**src/rtl/oob_dev.sv**
```systemverilog
// oob_dev: SATA device-side out-of-band link bring-up.
// Waits for COMRESET, answers with COMINIT, waits for COMWAKE and answers it,
// transmits ALIGNp until the host ALIGNp is seen, transmits SYNCp until three
// consecutive non-ALIGNp dwords arrive, then hands the transmit path to the user.
// A wait timer aborts a stalled sequence back to IDLE. A COMRESET seen at any
// point restarts the handshake.

module oob_dev #(
  parameter int          DATA_BYTE_WIDTH = 4,
  parameter logic [19:0] TIMER_LIMIT     = 20'd131070
) (
  input  logic                           clk,
  input  logic                           rst,
  input  logic                           rxcominitdet_in,
  input  logic                           rxcomwakedet_in,
  input  logic                           rxelecidle_in,
  output logic                           txcominit,
  output logic                           txcomwake,
  output logic                           txelecidle,
  input  logic [DATA_BYTE_WIDTH*8-1:0]   txdata_in,
  input  logic [DATA_BYTE_WIDTH-1:0]     txcharisk_in,
  output logic [DATA_BYTE_WIDTH*8-1:0]   txdata_out,
  output logic [DATA_BYTE_WIDTH-1:0]     txcharisk_out,
  input  logic [DATA_BYTE_WIDTH*8-1:0]   rxdata_in,
  input  logic [DATA_BYTE_WIDTH-1:0]     rxcharisk_in,
  output logic [DATA_BYTE_WIDTH*8-1:0]   rxdata_out,
  output logic [DATA_BYTE_WIDTH-1:0]     rxcharisk_out,
  output logic                           link_up,
  output logic                           link_down,
  output logic                           oob_done,
  output logic                           oob_error
);

  localparam int DW = DATA_BYTE_WIDTH * 8;
  localparam int KW = DATA_BYTE_WIDTH;

  // SATA primitives; both carry a K28 character in byte 0 only.
  localparam logic [DW-1:0] ALIGN_PRIM = 32'h7B4A_4ABC;
  localparam logic [DW-1:0] SYNC_PRIM  = 32'hB5B5_957C;
  localparam logic [KW-1:0] PRIM_K     = 4'h1;

  typedef enum logic [4:0] {
    IDLE         = 5'b00001,
    WAIT_COMWAKE = 5'b00010,
    SEND_ALIGN   = 5'b00100,
    SEND_SYNC    = 5'b01000,
    READY        = 5'b10000
  } state_t;

  // True when a received dword is exactly the ALIGNp primitive.
  function automatic logic is_align(input logic [DW-1:0] data, input logic [KW-1:0] isk);
    return (data == ALIGN_PRIM) && (isk == PRIM_K);
  endfunction

  // Registered receive-side copies.
  logic            cominit_r;
  logic            comwake_r;
  logic            elecidle_r;
  logic [DW-1:0]   rxdata_r;
  logic [KW-1:0]   rxcharisk_r;
  logic            link_down_r;

  // FSM state and bookkeeping.
  state_t          state_r;
  state_t          state_nxt_s;
  logic [19:0]     timer_r;
  logic [1:0]      cnt_r;
  logic            go_wait_s;
  logic            timeout_s;
  logic            timing_s;
  logic            align_s;

  // Registered outputs.
  logic            txcominit_r;
  logic            txcomwake_r;
  logic            txelecidle_r;
  logic            link_up_r;
  logic            oob_done_r;
  logic            oob_error_r;
  logic [DW-1:0]   txdata_r;
  logic [KW-1:0]   txcharisk_r;

  // Capture every receive-side input once; all downstream logic uses these copies.
  always_ff @(posedge clk) begin
    if (rst) begin
      cominit_r   <= 1'b0;
      comwake_r   <= 1'b0;
      elecidle_r  <= 1'b0;
      rxdata_r    <= '0;
      rxcharisk_r <= '0;
    end else begin
      cominit_r   <= rxcominitdet_in;
      comwake_r   <= rxcomwakedet_in;
      elecidle_r  <= rxelecidle_in;
      rxdata_r    <= rxdata_in;
      rxcharisk_r <= rxcharisk_in;
    end
  end

  // Second stage of the line-idle pipeline; this is the link_down level.
  always_ff @(posedge clk) begin
    if (rst) begin
      link_down_r <= 1'b0;
    end else begin
      link_down_r <= elecidle_r;
    end
  end

  assign align_s  = is_align(rxdata_r, rxcharisk_r);
  assign timing_s = (state_r == WAIT_COMWAKE) || (state_r == SEND_ALIGN) ||
                    (state_r == SEND_SYNC);

  // Next-state decision: COMRESET restart beats timeout, timeout beats normal flow.
  always_comb begin
    state_nxt_s = state_r;
    go_wait_s   = 1'b0;
    timeout_s   = 1'b0;
    if (cominit_r) begin
      state_nxt_s = WAIT_COMWAKE;
      go_wait_s   = 1'b1;
    end else if (timing_s && (timer_r == TIMER_LIMIT)) begin
      state_nxt_s = IDLE;
      timeout_s   = 1'b1;
    end else begin
      case (state_r)
        IDLE: begin
          state_nxt_s = IDLE;
        end
        WAIT_COMWAKE: begin
          if (comwake_r) begin
            state_nxt_s = SEND_ALIGN;
          end else begin
            state_nxt_s = WAIT_COMWAKE;
          end
        end
        SEND_ALIGN: begin
          if (align_s) begin
            state_nxt_s = SEND_SYNC;
          end else begin
            state_nxt_s = SEND_ALIGN;
          end
        end
        SEND_SYNC: begin
          if (!align_s && (cnt_r == 2'd2)) begin
            state_nxt_s = READY;
          end else begin
            state_nxt_s = SEND_SYNC;
          end
        end
        READY: begin
          if (link_down_r) begin
            state_nxt_s = IDLE;
          end else begin
            state_nxt_s = READY;
          end
        end
        default: begin
          state_nxt_s = IDLE;
        end
      endcase
    end
  end

  // State register, wait timer, non-ALIGNp counter and all registered FSM outputs.
  // Outputs are computed from the state being entered so they line up with state_r.
  always_ff @(posedge clk) begin
    if (rst) begin
      state_r      <= IDLE;
      timer_r      <= 20'd0;
      cnt_r        <= 2'd0;
      txcominit_r  <= 1'b0;
      txcomwake_r  <= 1'b0;
      txelecidle_r <= 1'b1;
      link_up_r    <= 1'b0;
      oob_done_r   <= 1'b0;
      oob_error_r  <= 1'b0;
      txdata_r     <= '0;
      txcharisk_r  <= '0;
    end else begin
      state_r <= state_nxt_s;

      // Timer runs only while waiting on the host; any state change or restart clears it.
      if (go_wait_s || (state_nxt_s != state_r) || !timing_s) begin
        timer_r <= 20'd0;
      end else begin
        timer_r <= timer_r + 20'd1;
      end

      // Count back-to-back non-ALIGNp dwords while staying in SEND_SYNC.
      if ((state_r == SEND_SYNC) && (state_nxt_s == SEND_SYNC)) begin
        if (align_s) begin
          cnt_r <= 2'd0;
        end else begin
          cnt_r <= cnt_r + 2'd1;
        end
      end else begin
        cnt_r <= 2'd0;
      end

      txcominit_r  <= go_wait_s;
      txcomwake_r  <= (state_r == WAIT_COMWAKE) && (state_nxt_s == SEND_ALIGN);
      txelecidle_r <= (state_nxt_s == IDLE) || (state_nxt_s == WAIT_COMWAKE);
      link_up_r    <= (state_nxt_s == READY);
      oob_done_r   <= (state_nxt_s == READY) && (state_r != READY);
      oob_error_r  <= timeout_s;

      case (state_nxt_s)
        SEND_ALIGN: begin
          txdata_r    <= ALIGN_PRIM;
          txcharisk_r <= PRIM_K;
        end
        SEND_SYNC: begin
          txdata_r    <= SYNC_PRIM;
          txcharisk_r <= PRIM_K;
        end
        READY: begin
          txdata_r    <= txdata_in;
          txcharisk_r <= txcharisk_in;
        end
        default: begin
          txdata_r    <= '0;
          txcharisk_r <= '0;
        end
      endcase
    end
  end

  assign txcominit     = txcominit_r;
  assign txcomwake     = txcomwake_r;
  assign txelecidle    = txelecidle_r;
  assign txdata_out    = txdata_r;
  assign txcharisk_out = txcharisk_r;
  assign rxdata_out    = rxdata_r;
  assign rxcharisk_out = rxcharisk_r;
  assign link_up       = link_up_r;
  assign link_down     = link_down_r;
  assign oob_done      = oob_done_r;
  assign oob_error     = oob_error_r;

endmodule

```
**config.mk**
```make
export PLATFORM = sky130hd
export DESIGN_NAME = oob_dev
export DESIGN_NICKNAME = d
export VERILOG_FILES = /design/src/rtl/oob_dev.sv
export SDC_FILE = /design/constraint.sdc
export NUM_CORES = 1
export LEC_CHECK = 0
export CAP_MARGIN = 20
export CORE_ASPECT_RATIO = 0.8
export CORE_MARGIN = 1
export CORE_UTILIZATION = 45
export DETAILED_ROUTE_END_ITERATION = 16
export GPL_ROUTABILITY_DRIVEN = 1
export PLACE_DENSITY = 0.82
export SETUP_SLACK_MARGIN = 0.3
export SYNTH_ARGS = -nofsm -noshare
export SYNTH_HDL_FRONTEND = slang
export SYNTH_SLANG_ARGS = --single-unit
export TNS_END_PERCENT = 10
```
**constraint.sdc**
```tcl
create_clock -name clk -period 3.35 [get_ports clk]
set_input_delay 1.005 -clock clk [delete_from_list [all_inputs] [get_ports clk]]
set_output_delay 1.005 -clock clk [all_outputs]
set_load 0.005 [all_outputs]
```
==> impl_metrics.toml <==
[critical_path]
cp_cell_sequence = "ha_1 -> or4b_4 -> nor3_4 -> a21oi_1 -> o211ai_2 -> o32ai_1"
crit_arrival_ps = 2900
slowest_stage = "o211ai_2"
critical_path_class = "register to register"
crit_path_max_fanout = 24
worstPathRequired_ps = 3530
cp.depth = 6
reg2reg_depth = 6
crit_buf_inv = 0
cp_slowest_stage_delay_ps = 810
path_delay_family = "compound AO/OA/AOI/OAI gates"
end_kind = "register"
cp-start-kind = "register"

[sta]
setup_viol = 0
rsz0062_at_grt = "no"
relSlewSlack = 0.344
period_minus_slack_ps = 2720
hold_viol_final = 0
slew_violations = 0
worst_hold_slack_ps = 445
period_share = 0.812
tightest_slew_ps = 981
fin_skew_ps = 11.3
tns_ps = 0
max_freq_mhz = 368

[min_path]
min_path_cells = 1
hold_path_class = "register to register"

[clock_network]
postCtsHoldBufs = 0
h-tree-depth = 3
path_clk_slew_ps = 80
post-cts-setup-buffers = 0
clock_latency_ps = 350
ctsResizeCount = 0
clock_path_buffers = 2
cts_buffers = 9
root_buffer = "clkbuf_16"
cts_tree = "yes"
clock-sinks = 109

[drt]
viasPerCell = 5.21
detail_route.wl_per_cell_um = 15.0
route.met2.wl_um = 4860
antenna_violating_nets_post_route = 0
drc_errors = 0
wl_met3_um = 997
wirelength_um = 9930
vias = 3441
routedLengthMet1_um = 3990
drt_iter0_markers = 120
top_layer = "met4"
drtPass1Iterations = 5

[power_and_ir_drop]
powerDensity_mw_per_mm2 = 433
ir_drop_v = 0.000272
leakage_uw = 0.00220
total_power_uw = 2570

[logic_synthesis]
synth_top_cell_by_area = "dfxtp_1"
ys_types = 48
syn_inst = 400
syn_area_mm2 = 0.00406
synth_top_area_share = 0.537
syn_nets = 480
ys_ff_latch = 109
yosys_warnings = 0
yosysSeqAreaShare = 0.537
postSynthAreaPerCell_um2 = 10.2
synth.area.top_cells = "dfxtp_1 54%, nor2b_1 6.6%, a211oi_1 3.9%"

[place]
gp_congestion = 0.844
placed_area_mm2 = 0.00564
hpwl_um = 7200
port_buffers = 155

[floorplanning]
num_rows = 30
die-area_mm2 = 0.00942
die_h_um = 87
die_w_um = 108
core_area_mm2 = 0.00863
start_util = 0.471
ios = 156

[global_routing]
grt_pass1_vias = 3286
track_usage = 0.216
grt_max_degree = 45
grt_antenna_before_repair = 0
grt.overflow.total = 0
grt_first_pass_wirelength_um = 15700

[layout]
n_antenna_cell = 0
final_cell_mix = "155 x clkdlybuf4s50_1, 109 x dfxtp_1, 43 x nor2b_1"
nets = 624
drive_above_1_share = 0.0565
ff_latch_area_mm2 = 0.00218
final_common_cell = "clkdlybuf4s50_1"
final_area_mm2 = 0.00594
syn2layout_area_growth_pct = 46.2
multi_input_area_mm2 = 0.00159
fillers = 665

[job]
maxCapViolCount = 0

[outcome]
outcome = "finished, final reports clean"
## routing by layer
layer	global-route usage	vias up
met5	0	-
met2	0.364	169
met1	0.255	1590
met3	0.0815	8
met4	0.0672	0
li1	-	1674
## worst paths after layout
| path | from | end | slack, ps |
|---|---|---|---|
| worst max register to register | timer_r[1] | txdata_out[6] | 630 |
| worst min-delay path | cnt_r[0] | cnt_r[0] | 440 |
| worst min register to register | cnt_r[0] | cnt_r[0] | 440 |
| worst max-delay path | timer_r[1] | txdata_out[6] | 630 |
## metrics by stage
step / util / setup slack [ps] / instances
2_1_floorplan: - / 1110 / 400
3_3_place_gp: 0.653 / 461 / 645
3_5_place_dp: 0.653 / 362 / 645
4_1_cts: 0.688 / 649 / 661
5_1_grt: 0.688 / 408 / 661
6_report: 0.688 / 631 / 661
## cell usage after synthesis (all sizes together)
master and n:
a211oi 22, a21o 1, a21oi 12, a311oi 1, a41oi 1, and3 4, and3b 1, and4 2
and4b 2, buf 14, clkbuf 13, dfxtp 109, ha 3, inv 36, nand2 8, nand3 11
nand4 6, nand4b 1, nor2 24, nor2b 43, nor3 8, nor3b 1, nor4 4, nor4b 2
nor4bb 4, o2111ai 1, o211ai 12, o21ai 4, o21bai 1, o221ai 1, o22ai 9, o311ai 2
o31a 2, o31ai 1, o32ai 12, or2 1, or3 1, or4b 1, xnor2 10, xor2 9
## final cells by class
class                   count  area share
flip-flops and latches    109       0.367
multi-input cells         228       0.268
repair buffers            160       0.267
clock buffers              10      0.0402
well taps                 112      0.0236
inverters                  36      0.0227
clock inverters             6      0.0103
## state kept, by name (all words and copies together), names as in the netlist, 2 cells and up
register / count
rxcharisk_out: 4
cnt_r: 2
state_r: 5
timer_r: 20
txcharisk_out: 4
txdata_out: 32
rxdata_out: 32
## worst reg2reg max path: stages (launching register included)
cell	delay [ps]
dfxtp_1	400
ha_1	190
or4b_4	480
nor3_4	310
a21oi_1	150
o211ai_2	810
o32ai_1	230
## cell families (layout without fill, tap and decap cells)
family / count (synthesis) / count (layout) / synth area share
compound gates: 82 / 82 / 0.154
simple gates: 124 / 124 / 0.188
flops: 109 / 109 / 0.537
fa+ha+maj: 3 / 3 / 0.00924
xor+xnor: 19 / 19 / 0.0409
buf+inv: 63 / 212 / 0.0708
## power breakdown
group	internal, uW	switching [uW]	leakage (uW)
clock network	544	497	0.000145
logic	138	52.9	0.00116
registers	1320	17.2	0.000889
Note: power is estimated with default switching activity, not from simulation.
